## config.mk

```make
export PLATFORM = sky130hd
export DESIGN_NAME = bus_target_rx
export DESIGN_NICKNAME = d
export VERILOG_FILES = /design/src/rtl/bus_target_rx.sv
export SDC_FILE = /design/constraint.sdc
export NUM_CORES = 1
export LEC_CHECK = 0
export ABC_AREA = 1
export ABC_CLOCK_PERIOD_IN_PS = 4000
export CAP_MARGIN = 20
export CORE_AREA = 4 4 72 87
export CTS_CLUSTER_DIAMETER = 60
export DETAILED_ROUTE_END_ITERATION = 10
export DIE_AREA = 0 0 76 91
export PLACE_DENSITY_LB_ADDON = 0.15
export SYNTH_ARGS = -nofsm -noshare
export SYNTH_HDL_FRONTEND = slang
export SYNTH_SLANG_ARGS = --single-unit
```

## constraint.sdc

```tcl
create_clock -name clk -period 4 [get_ports clk]
set_input_delay 0.8 -clock clk [delete_from_list [all_inputs] [get_ports clk]]
set_output_delay 0.8 -clock clk [all_outputs]
set_load 0.05 [all_outputs]
```

## src/rtl/bus_target_rx.sv

```systemverilog
// rtl/bus_target_rx.sv - handshake bus target receiver feeding a receive FIFO
//
// Optional feature: define BUS_TARGET_RX_STATS_EN to build the saturating
// xfer_cnt / drop_cnt statistics counters; otherwise both read as zero.
//
// Ports:
//   clk        clock, all state updates on the rising edge
//   reset      synchronous active-high reset
//   dValid     master data-valid strobe
//   data       master byte, held from the dValid rise until dAck
//   dAck       registered one-cycle accept pulse
//   out_data   FIFO head word (combinational from storage)
//   out_valid  FIFO not empty
//   out_ready  downstream accept; pop when out_valid && out_ready
//   level      FIFO occupancy
//   ovf        sticky overflow flag (word dropped while full)
//   proto_err  sticky flag, dValid fell before dAck
//   err_clr    clears ovf and proto_err; a set on the same edge wins
//   xfer_cnt   pushes, saturating at 255
//   drop_cnt   drops, saturating at 255
module bus_target_rx #(
  parameter int ACK_DELAY = 2,
  parameter int DEPTH     = 4
) (
  input  logic                   clk,
  input  logic                   reset,
  input  logic                   dValid,
  input  logic [7:0]             data,
  output logic                   dAck,
  output logic [7:0]             out_data,
  output logic                   out_valid,
  input  logic                   out_ready,
  output logic [$clog2(DEPTH):0] level,
  output logic                   ovf,
  output logic                   proto_err,
  input  logic                   err_clr,
  output logic [7:0]             xfer_cnt,
  output logic [7:0]             drop_cnt
);
  localparam int             AW      = $clog2(DEPTH);
  localparam int             LW      = AW + 1;
  localparam logic [LW-1:0]  FULL    = LW'(DEPTH);
  localparam logic [2:0]     ACK_DLY = 3'(ACK_DELAY);

  typedef enum logic [1:0] {IDLE, WAIT, ACK, TAIL} state_t;

  state_t         state, state_nxt;
  logic [1:0]     k, k_nxt;
  logic           dValid_q;
  logic           dack_nxt;
  logic           push, drop, pop, room, perr_set;
  logic [AW-1:0]  wr_ptr, rd_ptr;
  logic [LW-1:0]  count;
  logic [7:0]     mem [DEPTH];

  assign out_valid = (count != '0);
  assign out_data  = mem[rd_ptr];
  assign level     = count;
  assign pop       = out_valid && out_ready;
  // A pop on this edge frees a slot even when the FIFO is full right now.
  assign room      = (count < FULL) || pop;

  always_comb begin
    state_nxt = state;
    k_nxt     = k;
    dack_nxt  = 1'b0;
    push      = 1'b0;
    drop      = 1'b0;
    perr_set  = 1'b0;
    case (state)
      IDLE: begin
        if (dValid && !dValid_q) begin
          if (ACK_DLY == 3'd1 && room) begin
            state_nxt = ACK;
            dack_nxt  = 1'b1;
          end else begin
            state_nxt = WAIT;
            k_nxt     = 2'd1;
          end
        end
      end
      WAIT: begin
        if (!dValid) begin
          state_nxt = IDLE;
          perr_set  = 1'b1;
        end else if ((({1'b0, k} + 3'd1 >= ACK_DLY) && room) || k == 2'd2) begin
          // k == 2 forces the ack so the master never waits past E0+3.
          state_nxt = ACK;
          dack_nxt  = 1'b1;
        end else begin
          k_nxt = k + 2'd1;
        end
      end
      ACK: begin
        // Room is re-evaluated here; a forced ack into a full FIFO drops.
        state_nxt = TAIL;
        if (room) push = 1'b1;
        else      drop = 1'b1;
      end
      TAIL: begin
        if (!dValid) state_nxt = IDLE;
      end
      default: state_nxt = IDLE;
    endcase
  end

  always_ff @(posedge clk) begin
    if (reset) begin
      state    <= IDLE;
      k        <= 2'd1;
      // Treat dValid as already high so a level held across reset is no rise.
      dValid_q <= 1'b1;
      dAck     <= 1'b0;
    end else begin
      state    <= state_nxt;
      k        <= k_nxt;
      dValid_q <= dValid;
      dAck     <= dack_nxt;
    end
  end

  always_ff @(posedge clk) begin
    if (reset) begin
      ovf       <= 1'b0;
      proto_err <= 1'b0;
    end else begin
      if (err_clr) begin
        ovf       <= 1'b0;
        proto_err <= 1'b0;
      end
      if (drop)     ovf       <= 1'b1;
      if (perr_set) proto_err <= 1'b1;
    end
  end

  always_ff @(posedge clk) begin
    if (reset) begin
      wr_ptr <= '0;
      rd_ptr <= '0;
      count  <= '0;
    end else begin
      if (push) wr_ptr <= wr_ptr + AW'(1);
      if (pop)  rd_ptr <= rd_ptr + AW'(1);
      if (push && !pop)      count <= count + LW'(1);
      else if (pop && !push) count <= count - LW'(1);
    end
  end

  // When full, push and pop share a slot: the head is consumed on this edge
  // while the new word lands in the same location as the new tail.
  always_ff @(posedge clk) begin
    if (push && !reset) mem[wr_ptr] <= data;
  end

`ifdef BUS_TARGET_RX_STATS_EN
  always_ff @(posedge clk) begin
    if (reset) begin
      xfer_cnt <= 8'd0;
      drop_cnt <= 8'd0;
    end else begin
      if (push && xfer_cnt != 8'hFF) xfer_cnt <= xfer_cnt + 8'd1;
      if (drop && drop_cnt != 8'hFF) drop_cnt <= drop_cnt + 8'd1;
    end
  end
`else
  assign xfer_cnt = 8'd0;
  assign drop_cnt = 8'd0;
`endif

endmodule

```

# Word level (Yosys, flattened, before mapping)

Memory sizes are Yosys's and may differ from the RTL's. A register that Yosys moved wholly into a read port is not among the register bits.
Index checks and enable logic that the tools add are counted.

Bits in writable memories: 32
Logic and storage cells: 74
Memories kept: 1
Bits in registers: 15

Memory list:

| memory | depth | bits a word | read ports | clocked after memory_dff | wr ports | RTL line | source |
|---|---|---|---|---|---|---|---|
| mem    | 4     | 8           | 1          | 1                        | 1        | 54       | `logic [7:0] mem [DEPTH];` |

Reductions and logical operators: 21
$lt $le $gt $ge: 2
Equal/unequal tests: 9
Add/subtract/negate cells: 6
Muxes and demuxes: 24
Bitwise logic cells: 2

Operators by type and width:

| cell                  | count |
|---|---|
| $mux W2               | 8 |
| $mux W1               | 12 |
| $ne A2 B2 Y1 const B  | 4 |
| $pmux W2 S4           | 1 |
| $reduce_bool A2 Y1    | 4 |
| $add A2 B1 Y2 const B | 3 |
| $eq A2 B2 Y1 const B  | 3 |
| $logic_and A1 B1 Y1   | 6 |
| $mux W3               | 2 |
| $logic_not A1 Y1      | 4 |
| $pmux W2 S2           | 1 |
| $reduce_and A4 Y1     | 1 |
| $add A2 B1 Y3 const B | 1 |
| $add A3 B1 Y3 const B | 1 |
| $ge A3 B2 Y1 const B  | 1 |
| $lt A3 B3 Y1 const B  | 1 |
| $ne A3 B3 Y1 const B  | 1 |
| $reduce_and A3 Y1     | 1 |
| $reduce_bool A3 Y1    | 1 |
| $reduce_or A3 Y1      | 1 |
| $sub A3 B1 Y3 const B | 1 |
| $eq A2 B1 Y1 const B  | 1 |
| $logic_not A2 Y1      | 1 |
| $logic_or A1 B1 Y1    | 2 |
| $not A1 Y1            | 2 |

# Longest topological paths before layout

Gate-level depths: netlist (run 1).

Depth after elaboration: 9
Depth in mapped cells: 12
Mapped depth without buffers: 12

# Worst setup path after synthesis (run 1)

No wires, ideal clock.

Path kind: reg2out
From: register (tool-made name)
To: output port out_data[5]
Buffers on the path: 1
Stages on the path, launching flop included: 5
Required time: 3.200 ns
Setup slack: 1.711 ns
Arrival time: 1.489 ns
Path through: dfxtp_1 -> inv_1 -> buf_2 -> o21ai_0 -> o22ai_1

RTL lines:

| what      | RTL line | source |
|---|---|---|
| to (decl) | 30       | `output logic [7:0] out_data,` |

==> summary.json, run 1 <==
{
  "die-area_um2": 6916,
  "antenna_found_initial": 0,
  "critical-path-max-stage-delay_ns": 0.71,
  "place.detailed.hpwl_um": 2629,
  "synth-async-reset-ratio": 0,
  "cts_root_buffer": "sky130_fd_sc_hd__clkbuf_8",
  "ys.warnings.count": 0,
  "grt_remaining_overflow": 0,
  "report.final.slew_viol_count": 0,
  "synthMostInstantiatedCell": "sky130_fd_sc_hd__edfxtp_1",
  "area_taken_by_multi_input_logic_gates_um2": 668.1,
  "dominantRegCellSynth": "sky130_fd_sc_hd__edfxtp_1",
  "cp_slowest_cell": "sky130_fd_sc_hd__clkdlybuf4s50_1",
  "htree_num_levels": 2,
  "fin_crit_ns": 3.134,
  "top_layer_used": "met4",
  "setup_repair_after_global_routing_missed_its_margin": "false",
  "cp_launch_type": "flip-flop",
  "cts_setup_buffers": 0,
  "first_global_vias": 1323,
  "regArea_um2": 1301,
  "place.gp.congestion": 0.7434,
  "first_iter_violations": 44,
  "clock_path_buffers": 2,
  "min_period_over_period": 0.7835,
  "vias": 1384,
  "antenna_cells": 0,
  "kind_of_capture_point_of_the_worst_setup_path": "output pin",
  "postCtsHoldBufs": 0,
  "tritonroute_pass_1_iters": 4,
  "yosys_register_bits": 49,
  "unique_masters_post_synth": 26,
  "wl_um": 3752,
  "synth_seq_area_share": 0.6110,
  "tritoncts_clock_tree": "done",
  "tritoncts.num_buffers": 5,
  "floorplan.initialDensity": 0.3992,
  "timing.hold.worst.class": "flip-flop to flip-flop",
  "finalSetupTns_ns": 0,
  "vdd_ir_drop_max_v": 0.0004678,
  "p_leak_uw": 0.0009336,
  "crit_path_cell_trace": "inv_1 > o21ai_0 > o22ai_1 > clkdlybuf4s50_1",
  "post_cts.resized_instances": 0,
  "timing.max_slew.rel_slack": 0.4568,
  "outcome": "finished clean",
  "hold_path.startpoint": "proto_err$_SDFFE_PP0P_",
  "setup-violations-final": 0,
  "max_freq_ghz": 0.3191,
  "final_cell_count_no_fill": 296,
  "floorplan.rows": 29,
  "die_x_um": 76,
  "hold_path_depth": 2,
  "synth_area_per_cell_um2": 10.54,
  "gr-usage-all-layers": 0.1105,
  "postSynthCellCount": 202,
  "combined_area_of_all_synthesized_cells_um2": 2130,
  "synth_top_area_cell": "sky130_fd_sc_hd__edfxtp_1",
  "crit_fanout": 17,
  "dr_wl_met2_um": 1874,
  "post-place-cells": 288,
  "synth.area.top_cells": "sky130_fd_sc_hd__edfxtp_1 (45%), sky130_fd_sc_hd__dfxtp_1 (16%), sky130_fd_sc_hd__buf_4 (5.6%)",
  "die_y_um": 91,
  "filler_cell_count": 514,
  "wirelength_per_cell_um": 12.68,
  "clock-sinks": 49,
  "timing.critical_path.required_ns": 3.20,
  "worstPathArrival_ns": 2.33,
  "port_buffers": 27,
  "final-hold-violation-count": 0,
  "worst_skew_pair.late_latency_ns": 0.30,
  "ant_nets": 0,
  "core_region_area_um2": 5334,
  "detail_route.wirelength.met1_um": 1690,
  "synth_commonest_cells": "sky130_fd_sc_hd__edfxtp_1 (32), sky130_fd_sc_hd__nor2_1 (24), sky130_fd_sc_hd__o21ai_0 (21)",
  "vias_per_cell": 4.676,
  "floorplan.io_pins": 44,
  "number_of_flops_mapped_to_enable_cells_by_yosys": 32,
  "p_per_area_nw_per_um2": 607.4,
  "timing_worst_setup_path_type": "flip-flop to output pin",
  "worstRegToRegCells": 12,
  "yosys.area.top_type_share": 0.4512,
  "maximum_number_of_pins_on_one_net_before_global_route_repair": 18,
  "clock_skews_ns": 0.009113,
  "area.growth.synth_to_final_pct": 18.04,
  "grt_pass1_wl_um": 6134,
  "tightest_slew_ns": 0.8118,
  "final_routed_drc_violation_total": 0,
  "final_net_count": 252,
  "drive_above_1_share": 0.08547,
  "wl_met3_um": 145,
  "cap_violations": 0,
  "worst_setup_hold_path_clk_slew_ns": 0.09
}
[per-layer routing]
| layer | track usage | vias up |
|---|---|---|
| li1 | - | 716 |
| met1 | 0.1318 | 636 |
| met2 | 0.1886 | 27 |
| met3 | 0.03465 | 5 |
| met4 | 0.03561 | 0 |
| met5 | 0 | - |
[placed cells by master (no fill, tap or decap)]
master,instances
sky130_fd_sc_hd__conb_1,16
sky130_fd_sc_hd__inv_1,18
sky130_fd_sc_hd__ha_1,5
sky130_fd_sc_hd__nand3_1,7
sky130_fd_sc_hd__o21ai_1,2
sky130_fd_sc_hd__a21oi_1,13
sky130_fd_sc_hd__clkinv_1,2
sky130_fd_sc_hd__nor2_2,3
sky130_fd_sc_hd__nand2_1,16
sky130_fd_sc_hd__clkdlybuf4s50_1,27
sky130_fd_sc_hd__clkbuf_8,5
sky130_fd_sc_hd__clkinvlp_4,1
sky130_fd_sc_hd__bufinv_16,1
sky130_fd_sc_hd__nand2_2,1
sky130_fd_sc_hd__nor2_1,24
sky130_fd_sc_hd__o211ai_1,1
sky130_fd_sc_hd__nand4_1,1
sky130_fd_sc_hd__edfxtp_1,32
sky130_fd_sc_hd__dfxtp_1,17
sky130_fd_sc_hd__fa_1,1
sky130_fd_sc_hd__nor3_1,1
sky130_fd_sc_hd__nor3_2,1
sky130_fd_sc_hd__xor2_1,2
sky130_fd_sc_hd__o21ai_0,21
sky130_fd_sc_hd__o22ai_1,8
sky130_fd_sc_hd__o21ai_2,1
sky130_fd_sc_hd__nand3_2,3
sky130_fd_sc_hd__inv_2,4
[final timing paths]
path / slack [ns] / endpoint
worst max register to register: 2.09 / level[2]$_SDFFE_PP0P_
worst max-delay path: 0.87 / out_data[4]
worst min-delay path: 0.47 / proto_err$_SDFFE_PP0P_
worst min register to register: 0.47 / proto_err$_SDFFE_PP0P_
[flip-flops by register name, indices dropped and copies added (netlist names), named ones only]
register	count
dValid_q	1
wr_ptr	2
level	3
dAck	1
ovf	1
mem	32
rd_ptr	2
proto_err	1
state	1
k	2
[stage by stage]
step	utilization	power (uW)	hold WS [ns]	setup slack, ns	instance area, um^2
floorplan	-	1040	0.4635	1.711	2186
global placement	0.4506	1194	0.4597	1.176	2404
detailed placement	0.4506	1199	0.4553	1.145	2404
CTS	0.4713	1541	0.4766	0.8177	2514
global route	0.4713	1606	0.5069	0.5616	2514
finish	0.4713	1527	0.4714	0.8661	2514
[critical path: cells and delay by family (launching register included)]
kind            cells  cell delay, ns
flops               1            0.64
compound gates      2            0.33
buf+inv             2            1.07
[power breakdown]
part / switching, uW / total [uW] / internal, uW
clock network: 159 / 343 / 184
registers: 44.0 / 613 / 569
logic: 394 / 571 / 177
total: 597 / 1530 / 930
[layout make-up]
type / instances / share of cell area
Clock buffer: 5 / 0.02738
Clock inverter: 3 / 0.01643
Inverter: 23 / 0.03435
Multi-Input combinational cell: 127 / 0.2658
Sequential cell: 49 / 0.5177
Tap cell: 62 / 0.03086
Timing Repair Buffer: 27 / 0.1075
[cells by family (layout without fill, tap and decap cells)]
family	count (synthesis)	count (layout)	share of synthesized area
adder cells (fa/ha/maj)	6	6	0.03878
other	1	16	0.001761
XOR/XNOR	2	2	0.008227
AO/OA/AOI/OAI	46	46	0.1157
AND/OR/NAND/NOR	57	57	0.1228
buffers and inverters	41	58	0.1016
flip-flops	49	49	0.6110
Note: power is estimated with default switching activity, not from simulation.
==> inputs of run 2 (changes only) <==
- ABC_CLOCK_PERIOD_IN_PS: 4000 -> 2900
- clock period: 4 -> 2.9 ns (I/O delays scaled with it)
==> run 2 against run 1 <==
Sequential power grew 35%; register-to-register slack lost 1.1 ns; via count grew 1.7%; largest cell class unchanged; sequential cell count is the same.
==> summary.json, run 2 (synthesized netlist as in run 1, its figures left out) <==
{
  "area.growth.synth_to_final_pct": 20.86,
  "worstPathArrival_ns": 2.05,
  "tritonroute_pass_1_iters": 4,
  "vias_per_cell": 4.647,
  "grt_pass1_wl_um": 6327,
  "htree_num_levels": 2,
  "die_x_um": 76,
  "vias": 1408,
  "max_freq_ghz": 0.3802,
  "worst_skew_pair.late_latency_ns": 0.30,
  "grt_remaining_overflow": 0,
  "fin_crit_ns": 2.630,
  "timing_worst_setup_path_type": "flip-flop to output pin",
  "timing.max_slew.rel_slack": 0.6635,
  "tritoncts.num_buffers": 5,
  "final_net_count": 259,
  "clock_skews_ns": 0.004258,
  "drive_above_1_share": 0.1162,
  "cp_slowest_cell": "sky130_fd_sc_hd__clkdlybuf4s50_1",
  "kind_of_capture_point_of_the_worst_setup_path": "output pin",
  "setup-violations-final": 0,
  "finalSetupTns_ns": 0,
  "cts_setup_buffers": 0,
  "timing.critical_path.required_ns": 2.32,
  "hold_ws_ns": 0.4699,
  "ant_nets": 0,
  "floorplan.io_pins": 44,
  "antenna_found_initial": 0,
  "register_with_the_most_flip_flops": "mem",
  "place.gp.congestion": 0.7902,
  "final-hold-violation-count": 0,
  "cp_launch_type": "flip-flop",
  "p_leak_uw": 0.0009816,
  "core_region_area_um2": 5334,
  "floorplan.rows": 29,
  "report.final.slew_viol_count": 0,
  "first_iter_violations": 65,
  "setup_repair_after_global_routing_missed_its_margin": "false",
  "worst_setup_hold_path_clk_slew_ns": 0.09,
  "outcome": "finished clean",
  "min_period_over_period": 0.9069,
  "tritoncts_clock_tree": "done",
  "first_global_vias": 1341,
  "vdd_ir_drop_max_v": 0.0004869,
  "clock-sinks": 49,
  "crit_fanout": 16,
  "cts_root_buffer": "sky130_fd_sc_hd__clkbuf_8",
  "die_y_um": 91,
  "gr-usage-all-layers": 0.1133,
  "p_per_area_nw_per_um2": 826.3,
  "timing.hold.worst.class": "flip-flop to flip-flop",
  "wirelength_per_cell_um": 12.43,
  "maximum_number_of_pins_on_one_net_before_global_route_repair": 17,
  "tightest_slew_ns": 0.5032,
  "port_buffers": 27,
  "mostFrequentLayoutCell": "sky130_fd_sc_hd__edfxtp_1",
  "largest_register_ffs": 32,
  "critical-path-max-stage-delay_ns": 0.82,
  "antenna_cells": 0,
  "crit_path_cell_trace": "inv_1 > o21ai_0 > o22ai_1 > clkdlybuf4s50_1",
  "wl_um": 3767,
  "clock_path_buffers": 2,
  "postLayoutCellArea_um2": 2574,
  "layout.cells.most_common_list": "sky130_fd_sc_hd__edfxtp_1 (32), sky130_fd_sc_hd__clkdlybuf4s50_1 (26), sky130_fd_sc_hd__nor2_1 (24)",
  "place_area_um2": 2456,
  "total_power_uw": 2127,
  "place.detailed.hpwl_um": 2612,
  "die-area_um2": 6916,
  "final_routed_drc_violation_total": 0,
  "floorplan.initialDensity": 0.3992,
  "cap_violations": 0
}
-- run 2: cell count changes in the layout (fill, tap and decap cells not counted), sizes merged --
cell	before	now
buf	0	7
dlymetal6s2s	0	1
clkdlybuf4s50	27	26
-- run 2: path summary, 6_finish.rpt --
kind / from / to / slack, ns / cells past startpoint
hold / removal: ovf$_SDFFE_PP0P_ / ovf$_SDFFE_PP0P_ / 0.47 / 2
setup reg to reg: flip-flop / level[2]$_SDFFE_PP0P_ / 1.00 / 12
hold reg to reg: ovf$_SDFFE_PP0P_ / ovf$_SDFFE_PP0P_ / 0.47 / 2
setup / recovery: flip-flop / out_data[3] / 0.27 / 4
-- run 2: metrics by stage --
stage	utilization	instances	worst slack (ns)
finish	0.4825	303	0.2700
global route	0.4825	303	0.006223
CTS	0.4821	303	0.1852
detailed placement	0.4605	295	0.5093
global placement	0.4605	295	0.5212
floorplan	-	217	0.6229
-- run 2: layer usage --
| metal | vias to the layer above | track usage | part of all wire |
|---|---|---|---|
| met5 | - | 0 | 0 |
| li1 | 732 | - | - |
| met4 | 0 | 0.04451 | 0.0066 |
| met2 | 31 | 0.1943 | 0.52 |
| met1 | 643 | 0.1333 | 0.42 |
| met3 | 2 | 0.03168 | 0.049 |
-- run 2: critical path: cells and delay by family (launching register included) --
family | cells | cell delay (ns)
buf+inv | 2 | 1.17
flops | 1 | 0.32
compound gates | 2 | 0.27
-- run 2: timing repair --
| item | CTS | global route |
|---|---|---|
| hold buffers | 0 | 0 |
| resized for setup | 0 | 1 |
| setup endpoints to repair | 0 | 1 |
-- run 2: where the power goes --
group / switching [uW] / internal (uW) / total, uW
Clock: 223 / 258 / 481
Combinational: 566 / 253 / 820
Sequential: 42.1 / 784 / 826
-- run 2: area by class of cell --
type                            count  area (um^2)
Clock inverter                      3        46.29
Tap cell                           62        77.57
Sequential cell                    49         1301
Multi-Input combinational cell    127        668.1
Inverter                           23        86.33
Timing Repair Buffer               34        325.3
Clock buffer                        5        68.82
Fill cell                         512         2760
==> inputs of run 3 (changes only) <==
- CORE_AREA: 4 4 72 87 -> 5 5 73 88
- DIE_AREA: 0 0 76 91 -> 0 0 78 93
==> run 3 against run 2 <==
Register-to-register slack about the same; utilization shrank 2.2 points; sequential share of layout area grew 0.65 points; via count rose by 0.78%; global-route usage barely moved; cell area decreased by 1.3%; sequential cell count stayed put; clock skew rose by 0.0019 ns; power down 3.8%; combinational power hardly changed; final cell count grew 0.33%; critical path depth did not move; critical endpoint is now out_data[1]; largest power group unchanged.
==> summary.json, run 3 (synthesized netlist as in run 1, its figures left out) <==
{
  "core_region_area_um2": 5518,
  "postLayoutCellArea_um2": 2541,
  "die-area_um2": 7254,
  "floorplan.rows": 30,
  "worst_skew_pair.late_latency_ns": 0.30,
  "final_routed_drc_violation_total": 0,
  "mostFrequentLayoutCell": "sky130_fd_sc_hd__edfxtp_1",
  "grt_pass1_wl_um": 6341,
  "die_x_um": 78,
  "final_net_count": 258,
  "port_buffers": 27,
  "htree_num_levels": 2,
  "grt_remaining_overflow": 0,
  "p_per_area_nw_per_um2": 805.2,
  "floorplan.io_pins": 44,
  "min_period_over_period": 0.9252,
  "timing.max_slew.rel_slack": 0.6648,
  "first_iter_violations": 70,
  "crit_fanout": 16,
  "fin_crit_ns": 2.683,
  "clock_path_buffers": 2,
  "outcome": "finished clean",
  "wl_um": 3826,
  "cp_launch_type": "flip-flop",
  "timing.hold.worst.class": "flip-flop to flip-flop",
  "worst_setup_hold_path_clk_slew_ns": 0.09,
  "p_leak_uw": 0.0009583,
  "place_area_um2": 2451,
  "antenna_cells": 0,
  "cts_setup_buffers": 0,
  "place.gp.congestion": 0.7865,
  "total_power_uw": 2046,
  "max_freq_ghz": 0.3727,
  "tritoncts.num_buffers": 5,
  "postCtsHoldBufs": 0,
  "tightest_slew_ns": 0.5012,
  "utilization_after_layout": 0.4605,
  "vias": 1419,
  "vdd_ir_drop_max_v": 0.0005104,
  "vias_per_cell": 4.668,
  "layout.cells.most_common_list": "sky130_fd_sc_hd__edfxtp_1 (32), sky130_fd_sc_hd__clkdlybuf4s50_1 (27), sky130_fd_sc_hd__nor2_1 (24)",
  "final-hold-violation-count": 0,
  "cap_violations": 0,
  "register_with_the_most_flip_flops": "mem",
  "antenna_found_initial": 0,
  "drive_above_1_share": 0.1125,
  "setup_repair_after_global_routing_missed_its_margin": "false",
  "timing.critical_path.required_ns": 2.32,
  "clock-sinks": 49,
  "worstPathArrival_ns": 2.10,
  "tritoncts_clock_tree": "done",
  "first_global_vias": 1380,
  "finalSetupTns_ns": 0,
  "cts_root_buffer": "sky130_fd_sc_hd__clkbuf_8",
  "area.growth.synth_to_final_pct": 19.33,
  "die_y_um": 93,
  "place.detailed.hpwl_um": 2736,
  "worstRegToRegCells": 12,
  "floorplan.initialDensity": 0.3859,
  "clock_skews_ns": 0.006149,
  "wirelength_per_cell_um": 12.59,
  "hold_path_depth": 2,
  "largest_register_ffs": 32,
  "gr-usage-all-layers": 0.1128,
  "post_cts.resized_instances": 0,
  "kind_of_capture_point_of_the_worst_setup_path": "output pin",
  "ant_nets": 0,
  "timing_worst_setup_path_type": "flip-flop to output pin",
  "tritonroute_pass_1_iters": 3,
  "setup-violations-final": 0,
  "maximum_number_of_pins_on_one_net_before_global_route_repair": 17,
  "report.final.slew_viol_count": 0
}
## run 3: metal layers
layer | wire length [um] | GRT usage | vias to the layer above
li1 | - | - | 730
met1 | 1649 | 0.1290 | 656
met2 | 1964 | 0.1978 | 28
met3 | 166 | 0.03276 | 5
met4 | 46 | 0.04225 | 0
met5 | 0 | 0 | -
## run 3: cell type report
class	instances	area [um^2]
multi-input cells	127	668.1
clock buffers	5	68.82
fillers	549	2977
clock inverters	3	21.27
repair buffers	33	315.3
well taps	64	80.08
flip-flops and latches	49	1301
inverters	23	86.33
## run 3: path summary, 6_finish.rpt
path,start,slack [ns],endpoint
setup / recovery,flip-flop,0.22,out_data[1]
hold / removal,proto_err$_SDFFE_PP0P_,0.47,proto_err$_SDFFE_PP0P_
setup reg to reg,flip-flop,1.01,level[2]$_SDFFE_PP0P_
hold reg to reg,proto_err$_SDFFE_PP0P_,0.47,proto_err$_SDFFE_PP0P_
## run 3: power breakdown
part	switching, uW	leakage [uW]	total, uW	internal (uW)
Clock	229	0.0000445	401	171
Combinational	566	0.000487	818	253
Sequential	43.0	0.000426	827	784
Total	838	0.000958	2050	1210
## run 3: critical path, stage by stage (launching register included)
cell	delay, ns
sky130_fd_sc_hd__dfxtp_1	0.33
sky130_fd_sc_hd__inv_1	0.35
sky130_fd_sc_hd__o21ai_0	0.15
sky130_fd_sc_hd__o22ai_1	0.15
sky130_fd_sc_hd__clkdlybuf4s50_1	0.83
## run 3: through the flow
stage                     setup slack (ns)  hold slack, ns  instances
after floorplan                     0.6229          0.4635        217
after global placement              0.5256          0.4567        296
after detailed placement            0.5159          0.4582        296
after CTS                           0.1740          0.4724        304
after global routing               0.08775          0.5003        304
final                               0.2168          0.4665        304
